File: src/rtl/prog_loader.sv
// prog_loader: boot-time instruction-memory loader.
//
// Receives a framed byte stream and writes it into instruction memory while
// holding the processor in reset. Frame layout:
//   count[15:8], count[7:0], count x (4 bytes, big-endian word), checksum
// where checksum is the XOR of every count and data byte in the frame.
// The processor is released (CpuHold=0) only after a frame whose checksum
// matches.
//
// Handshake: a byte moves on a rising edge where ByteValid=1 and ByteReady=1.
// ByteReady is high in every receiving state and depends only on the state,
// never on ByteValid, so the loader never stalls mid-frame.
//
// Ports:
//   clk          system clock, rising edge
//   Reset        asynchronous active-low reset
//   Start        one-cycle pulse that begins a frame (IDLE/DONE/ERROR only)
//   ByteIn       stream byte
//   ByteValid    ByteIn is valid this cycle
//   ByteReady    loader accepts a byte this cycle
//   WrEn         one-cycle instruction-memory write strobe
//   WrAddr       byte address of the write (holds between writes)
//   WrData       word to write (holds between writes)
//   CpuHold      high keeps the processor in reset
//   Done         frame loaded with a good checksum
//   Error        frame rejected (oversize count, bad checksum, timeout)
//   WordsLoaded  words written in the current frame
//   StateDbg     current FSM state encoding, for observation only
module prog_loader #(
  parameter logic [31:0] ADDR_BASE      = 32'h0000_0000,
  parameter int unsigned MAX_WORDS      = 256,
  parameter int unsigned TIMEOUT_CYCLES = 65535
) (
  input  logic        clk,
  input  logic        Reset,
  input  logic        Start,
  input  logic [7:0]  ByteIn,
  input  logic        ByteValid,
  output logic        ByteReady,
  output logic        WrEn,
  output logic [31:0] WrAddr,
  output logic [31:0] WrData,
  output logic        CpuHold,
  output logic        Done,
  output logic        Error,
  output logic [15:0] WordsLoaded,
  output logic [2:0]  StateDbg
);

  typedef enum logic [2:0] {
    S_IDLE   = 3'd0,
    S_CNT_HI = 3'd1,
    S_CNT_LO = 3'd2,
    S_DATA   = 3'd3,
    S_CSUM   = 3'd4,
    S_DONE   = 3'd5,
    S_ERROR  = 3'd6
  } state_e;

  state_e      state_q, state_d;
  logic [15:0] count_q, count_d;
  logic [7:0]  csum_q, csum_d;
  logic [23:0] word_q, word_d;        // first three bytes of the current word
  logic [1:0]  byte_cnt_q, byte_cnt_d;
  logic [15:0] words_q, words_d;
  logic        wr_en_q, wr_en_d;
  logic [31:0] wr_addr_q, wr_addr_d;
  logic [31:0] wr_data_q, wr_data_d;
  logic [31:0] timer_q, timer_d;

  logic        active;
  logic        xfer;
  logic        restart;
  logic        word_last;
  logic        timed_out;
  logic [15:0] count_full;
  logic [31:0] timer_next;

  assign active     = (state_q == S_CNT_HI) || (state_q == S_CNT_LO) ||
                      (state_q == S_DATA)   || (state_q == S_CSUM);
  assign xfer       = active && ByteValid;
  assign restart    = Start && ((state_q == S_IDLE) || (state_q == S_DONE) ||
                                (state_q == S_ERROR));
  assign word_last  = xfer && (state_q == S_DATA) && (byte_cnt_q == 2'd3);
  // Full count as it will be once the low byte lands this cycle.
  assign count_full = {count_q[15:8], ByteIn};
  assign timer_next = timer_q + 32'd1;
  assign timed_out  = (TIMEOUT_CYCLES != 0) && active && !xfer &&
                      (timer_next == TIMEOUT_CYCLES);

  // Next-state logic.
  always_comb begin
    state_d = state_q;
    case (state_q)
      S_IDLE, S_DONE, S_ERROR: begin
        if (Start) state_d = S_CNT_HI;
      end
      S_CNT_HI: begin
        if (xfer) state_d = S_CNT_LO;
      end
      S_CNT_LO: begin
        if (xfer) begin
          if (32'(count_full) > MAX_WORDS) state_d = S_ERROR;
          else if (count_full == 16'd0)    state_d = S_CSUM;
          else                             state_d = S_DATA;
        end
      end
      S_DATA: begin
        // Leave on the last byte of the final word; its write strobe then
        // lands in the first CSUM cycle, where the checksum byte may already
        // be accepted.
        if (word_last && ((words_q + 16'd1) == count_q)) state_d = S_CSUM;
      end
      S_CSUM: begin
        if (xfer) state_d = (ByteIn == csum_q) ? S_DONE : S_ERROR;
      end
      default: state_d = S_IDLE;
    endcase
    if (timed_out) state_d = S_ERROR;
  end

  // Datapath next-state logic.
  always_comb begin
    count_d    = count_q;
    csum_d     = csum_q;
    word_d     = word_q;
    byte_cnt_d = byte_cnt_q;
    words_d    = words_q;
    wr_en_d    = 1'b0;
    wr_addr_d  = wr_addr_q;
    wr_data_d  = wr_data_q;
    timer_d    = timer_q;

    if (restart) begin
      count_d    = 16'd0;
      csum_d     = 8'd0;
      byte_cnt_d = 2'd0;
      words_d    = 16'd0;
      wr_addr_d  = ADDR_BASE;
      timer_d    = 32'd0;
    end else if (xfer) begin
      timer_d = 32'd0;
      if (state_q != S_CSUM) csum_d = csum_q ^ ByteIn;
      case (state_q)
        S_CNT_HI: count_d[15:8] = ByteIn;
        S_CNT_LO: count_d[7:0]  = ByteIn;
        S_DATA: begin
          byte_cnt_d = byte_cnt_q + 2'd1;
          word_d     = {word_q[15:0], ByteIn};
          if (byte_cnt_q == 2'd3) begin
            wr_en_d   = 1'b1;
            wr_data_d = {word_q, ByteIn};
            // Address from the pre-increment word index; wraps modulo 2^32.
            wr_addr_d = ADDR_BASE + {14'd0, words_q, 2'b00};
            words_d   = words_q + 16'd1;
          end
        end
        default: ;
      endcase
    end else if (active) begin
      timer_d = timer_next;
    end
  end

  always_ff @(posedge clk or negedge Reset) begin
    if (!Reset) begin
      state_q    <= S_IDLE;
      count_q    <= 16'd0;
      csum_q     <= 8'd0;
      word_q     <= 24'd0;
      byte_cnt_q <= 2'd0;
      words_q    <= 16'd0;
      wr_en_q    <= 1'b0;
      wr_addr_q  <= ADDR_BASE;
      wr_data_q  <= 32'd0;
      timer_q    <= 32'd0;
    end else begin
      state_q    <= state_d;
      count_q    <= count_d;
      csum_q     <= csum_d;
      word_q     <= word_d;
      byte_cnt_q <= byte_cnt_d;
      words_q    <= words_d;
      wr_en_q    <= wr_en_d;
      wr_addr_q  <= wr_addr_d;
      wr_data_q  <= wr_data_d;
      timer_q    <= timer_d;
    end
  end

  assign ByteReady   = active;
  assign WrEn        = wr_en_q;
  assign WrAddr      = wr_addr_q;
  assign WrData      = wr_data_q;
  assign Done        = (state_q == S_DONE);
  assign Error       = (state_q == S_ERROR);
  assign CpuHold     = (state_q != S_DONE);
  assign WordsLoaded = words_q;
  assign StateDbg    = state_q;

endmodule

File: config.mk
export PLATFORM = sky130hd
export DESIGN_NAME = prog_loader
export DESIGN_NICKNAME = d
export VERILOG_FILES = /design/src/rtl/prog_loader.sv
export SDC_FILE = /design/constraint.sdc
export NUM_CORES = 1
export LEC_CHECK = 0
export ABC_CLOCK_PERIOD_IN_PS = 2750
export CAP_MARGIN = 20
export CORE_ASPECT_RATIO = 1.75
export CORE_MARGIN = 4
export CORE_UTILIZATION = 35
export DETAILED_ROUTE_END_ITERATION = 10
export GPL_TIMING_DRIVEN = 0
export SKIP_CTS_REPAIR_TIMING = 1
export SKIP_LAST_GASP = 1
export SYNTH_ARGS = -nofsm -noshare
export SYNTH_HDL_FRONTEND = slang
export SYNTH_SLANG_ARGS = --single-unit
export TNS_END_PERCENT = 10
File: constraint.sdc
create_clock -name clk -period 2.75 [get_ports clk]
set_clock_uncertainty 0.15 [all_clocks]
set_input_delay 0.4125 -clock clk [delete_from_list [all_inputs] [get_ports clk]]
set_output_delay 0.4125 -clock clk [all_outputs]
set_load 0.01 [all_outputs]
==> results.md, run 1 <==
* Outcome: completed
* WP buf/inv at 2
* Syn avg cell area at a little under 9 um^2
* Die width at 122 um
* Final hold viol count at 0
* Setup Viol. Count Final at 0
* Initial antenna violation count at 1
* Maximum clock insertion buffer count at 2
* FMAX at around 0.36 GHz
* CP top delay family: buffers and inverters
* Final core occ at 0.440
* Row cnt at 73
* Effective utilization at floorplan at 0.354
* Setup WS post-layout at 9.59 ps
* Synth unique cells at 65
* Post-synth EDFFs at 0
* Avg WL per Cell at around 17 um
* Num CTS Buffers at 17
* Total Wirelength at 22900 um
* Routed Antenna Nets at 0
* Leakage at roughly 4.4 nW
* Final routed DRC violation total at 0
* Worst-Margin Slew at 674 ps
* Synth Instances at about 900
* Number of max-cap violations at 0
* Sequential fraction of the synthesis area at 0.468
* Nets at ~1100
* Critical path cell sequence: clkbuf_2 > o21a_1 > nor2_4 > clkdlybuf4s50_1
* Via count at around 7000
* Final period util at 0.997
* CP Capture Type: output pin
* Crit path time final at between 2000 and 3000 ps
* Critical path startpoint category: register
* Total global-route track usage at 0.183
* Relative slew slack at 0.549
* Design Power at between 8 and 9 mW
* CTS root buf: clkbuf_16
* Peak VDD IR at 0.357 mV
* Max Slew Vio Count at 0
* Number of global-route vias before repair at 6869
* Initial DRC count at approximately 500
* RSZ-0062 raised after global routing: true
* Worst skew pair latency at roughly 440 ps
* Hold crit path type: in2reg
* Share of flip-flops with an asynchronous set or reset at 1.00
* CP max stage delay at roughly 570 ps
* GP Congestion at 0.858
* Most used DFF post-synth: dfrtp_1
* Commonest non-fill, non-tap cell in the layout: nand2_1
* Global route total overflow at 0
* Crit path max fanout at 10
* 1st-pass router iterations at 6
* Clk sinks at 150
* I/O pin total at 100
* Post-DP Area at about 9200 um^2
* DP HPWL at ~17000 um
* First-pass GRT wire length at ~37000 um
* Synth warnings at 0
* Most frequent cells in the layout: nand2_1, dfrtp_1, o21ai_0
* Vias per cell at between 5 and 6
* Worst EP required at roughly 2200 ps
* Worst-path clk slew at about 60 ps
* Die H at approximately 210 um
* Die area at roughly 25000 um^2
* CTS tree: built
* Synthesis-to-layout area growth at 24.4%
* DP Worst Slack at -300 ps
* Layout cells sized above 1 at 0.131
* Setup TNS Final at 0 ps
* Synthesis-stage register bit count at 150
* Worst path arrival time at between 2000 and 2500 ps
* Core ar. at approximately 23000 um^2
* Port bufs at 74
* CTS H-tree lvls at 4
* Pwr per Cell Area at 825 nW/um^2
* Post-Syn Area at 8020 um^2
* Design Area, Final at roughly 10000 um^2
* CP Class: reg2out
* Worst path slowest cell: clkdlybuf4s50_1
* Largest net degree at the start of global routing at 90
[area by class of cell]
cell class / instances / area (um^2)
inverter: 9 / 33.8
antenna: 1 / 2.50
tap: 300 / 375
clock buffer: 17 / 425
buffer: 82 / 427
clock inverter: 15 / 158
timing repair buffer: 81 / 817
multi-input combinational: 693 / 3980
sequential: 150 / 3750
fill: 2297 / 12700
[final timing paths]
check,slack (ps),from,endpoint,cells after the start
setup / recovery,10,StateDbg[1],ByteReady,4
hold / removal,140,ByteIn[3],WrData[3],3
setup reg to reg,90,WordsLoaded[1],StateDbg[2],8
hold reg to reg,310,word_q[19],WrData[27],2
max in group asynchronous,1180,Reset,StateDbg[2],3
min in group asynchronous,390,Reset,word_q[16],2
[cell usage after synthesis (9+ instances only)]
cell type / count / area (um^2)
nand3_1: 26 / 130
nor4_1: 13 / 81.3
dfrtp_1: 150 / 3750
nor3_1: 9 / 45.0
nor2b_1: 11 / 68.8
o31ai_1: 17 / 128
nor2_1: 42 / 158
and3_1: 13 / 81.3
mux2_2: 24 / 270
nand2_1: 231 / 867
nand4_1: 19 / 119
xnor2_1: 21 / 184
a21oi_1: 37 / 185
clkbuf_1: 45 / 169
o21ai_0: 101 / 505
xor2_1: 21 / 184
buf_2: 14 / 70.1
buf_4: 23 / 173
[logic make-up after synthesis]
family,Yosys count,synth area share
fa+ha+maj,4,0.00624
compound gates,199,0.146
other cells,1,0.000468
simple gates,407,0.240
xor+xnor,42,0.0459
flops,150,0.468
mux,25,0.0349
buf+inv,96,0.0588
[report_power, final]
part | total, mW | switching [mW] | internal [mW]
Combinational | 2.62 | 1.42 | 1.20
Sequential | 3.28 | 0.494 | 2.79
Clock | 2.33 | 1.05 | 1.29
[flip-flops by register name, summed over array words and instances, names as in the netlist]
register	flops
StateDbg	3
WordsLoaded	16
WrAddr	16
WrData	32
WrEn	1
byte_cnt_q	2
count_q	16
csum_q	8
timer_q	32
word_q	24
[worst min-delay path, delay by kind of cell]
kind,cells,cell delay [ps]
buf+inv,1,160
simple gates,2,110
[routing by layer]
layer	GRT usage	wire [um]	vias to the layer above
li1	-	-	3388
met1	0.193	8440	3390
met2	0.340	12800	171
met3	0.0411	911	50
met4	0.0793	835	0
met5	0	0	-
[per-stage QoR]
step / instances / hold slack [ps]
after floorplan: 939 / -33.1
after global placement: 1313 / 298
after detailed placement: 1314 / 301
after CTS: 1346 / -177
after global routing: 1348 / 131
final: 1348 / 138
Note: power is estimated with default switching activity, not from simulation.
==> run 2: changes to the inputs <==
HOLD_SLACK_MARGIN = 0.03   (was unset)
==> results of run 2 <==
Final layout, timing and power as in run 1 (identical DEF).
==> run 3: changes to the inputs <==
CORE_MARGIN = unset   (was 4)
==> run 3 against run 2 <==
Sequential power about the same; design area grew 0.41%; non-clock buffer count is 8 higher; via count decreased by 0.19%; die area fell by 7.6%; cell count about the same; sequential share of layout area is 0.14 points lower; power shrank 0.75%; clock power shrank 2%.
==> results.md, run 3 (synthesis results as in run 1) <==
* Worst EP required at 2190 ps
* Hold crit path type: in2reg
* Hold Path End: WrData[4]
* Hold Slack at around 130 ps
* P_sw at roughly 2.8 mW
* I/O pin total at 100
* Clk sinks at 150
* Initial DRC count at 345
* Worst R2R End: StateDbg[2]
* Final core occ at 0.450
* Peak VDD IR at roughly 0.32 mV
* Setup Viol. Count Final at 0
* Worst skew pair latency at ~440 ps
* Clock share of power at 0.280
* RSZ-0062 raised after global routing: true
* CTS root buf: clkbuf_16
* Switching share of power at 0.345
* Relative slew slack at 0.555
* Total Wirelength at around 22000 um
* Effective utilization at floorplan at 0.360
* Die width at between 100 and 150 um
* Outcome: completed
* Num CTS Buffers at 17
* Gr busiest metal: met2
* Sequential Power Share at 0.400
* Synthesis-to-layout area growth at 24.9%
* DP HPWL at 16300 um
* Final routed DRC violation total at 0
* CP Capture Type: output pin
* M3 GR Usage at 0.0393
* Design Area, Final at roughly 10000 um^2
* Worst path arrival time at around 2100 ps
* M2 GR Usage at 0.370
* Die area at around 24000 um^2
* Number of global-route vias before repair at roughly 6800
* Worst-Margin Slew at 668 ps
* Inst Count DP at approximately 1300
* Most frequent cells in the layout: nand2_1, dfrtp_1, o21ai_0
* Comb pwr share at 0.320
* First-pass GRT wire length at ~35000 um
* Vias per cell at about 5.2
* Via count at 6986
* Initial antenna violation count at 0
* Avg WL per Cell at 16.5 um
* Port bufs at 74
* Post-DP Area at roughly 9000 um^2
* Global route total overflow at 0
* R2R depth at 9
* Leakage at approximately 4.4 nW
* Crit path time final at between 2000 and 3000 ps
* Maximum clock insertion buffer count at 2
* Nets at about 1100
* Critical path startpoint category: register
* Total global-route track usage at 0.198
* Die H at between 200 and 250 um
* Worst-path clk slew at about 60 ps
* Filler instances at between 2000 and 2500
* GP Congestion at about 0.87
* CTS H-tree lvls at 4
* 1st-pass router iterations at 7
* Internal at 5.35 mW
* Crit path max fanout at 10
* WHS Path Cells at 3
* Reg2reg setup slack at ~130 ps
* Number of max-cap violations at 0
* Row cnt at 72
* Max Slew Vio Count at 0
* Antenna diodes at 0
* Pwr per Cell Area at a little over 800 nW/um^2
* Largest net degree at the start of global routing at between 80 and 90
* Final hold viol count at 0
* Hold Crit Start: ByteIn[4]
* Final period util at 0.980
* Routed Antenna Nets at 0
* M1 GR Usage at 0.205
* CTS tree: built
* Worst R2R Start: WordsLoaded[4]
* Cell Count, Final, Fillers Out at approximately 1300
* Layout cells sized above 1 at 0.134
* Commonest non-fill, non-tap cell in the layout: nand2_1
* Core ar. at around 22000 um^2
* CP Class: reg2out
* FMAX at around 0.37 GHz
## run 3: cell types whose count changed in the layout (fill, tap and decap cells not counted), sizes merged
cell / delta
buf: +5
bufinv: +1
clkbuf: +5
clkinvlp: +4
diode: -1
inv: -9
## run 3: worst max-delay path, cell delays in order, from the launching register on
cell and delay [ps]:
dfrtp_1 520, clkbuf_1 370, and3b_1 260, clkdlybuf4s50_1 550
## run 3: routing by layer
metal / routed length [um] / vias to the layer above / share of wire
li1: - / 3393 / -
met1: 8220 / 3388 / 0.37
met2: 12500 / 158 / 0.56
met3: 817 / 47 / 0.037
met4: 655 / 0 / 0.029
met5: 0 / - / 0
## run 3: power groups by stage
stage,Sequential [mW],Clock [mW],Combinational (mW)
4_1_cts,3.26,2.34,2.60
3_5_place_dp,3.30,0,2.59
6_report,3.27,2.28,2.62
3_3_place_gp,3.28,0,2.54
5_1_grt,3.36,2.41,2.91
2_1_floorplan,3.26,0,1.53
## run 3: worst max path at each step
stage,from,end,cells past startpoint
after floorplan,timer_q[0],StateDbg[1],9
after global placement,Reset,WordsLoaded[12],1
after detailed placement,StateDbg[1],StateDbg[1],8
after CTS,StateDbg[1],StateDbg[1],8
after global routing,StateDbg[2],Done,4
final,StateDbg[2],Error,3
## run 3: cell type report
class / count / area (um^2) / area share
flip-flops and latches: 150 / 3760 / 0.375
clock buffers: 19 / 443 / 0.0442
plain buffers: 84 / 435 / 0.0435
multi-input cells: 693 / 3990 / 0.398
inverters: 9 / 33.8 / 0.00337
repair buffers: 87 / 862 / 0.0860
well taps: 296 / 370 / 0.0370
clock inverters: 11 / 128 / 0.0127
## run 3: through the flow
stage | TNS, ps | total power, mW | worst slack (ps)
floorplan | 0 | 4.79 | 268
global placement | -798780 | 5.82 | -5310
detailed placement | -5290 | 5.88 | -310
CTS | -4500 | 8.20 | -324
global route | -73.6 | 8.69 | -22.4
finish | 0 | 8.17 | 55.9
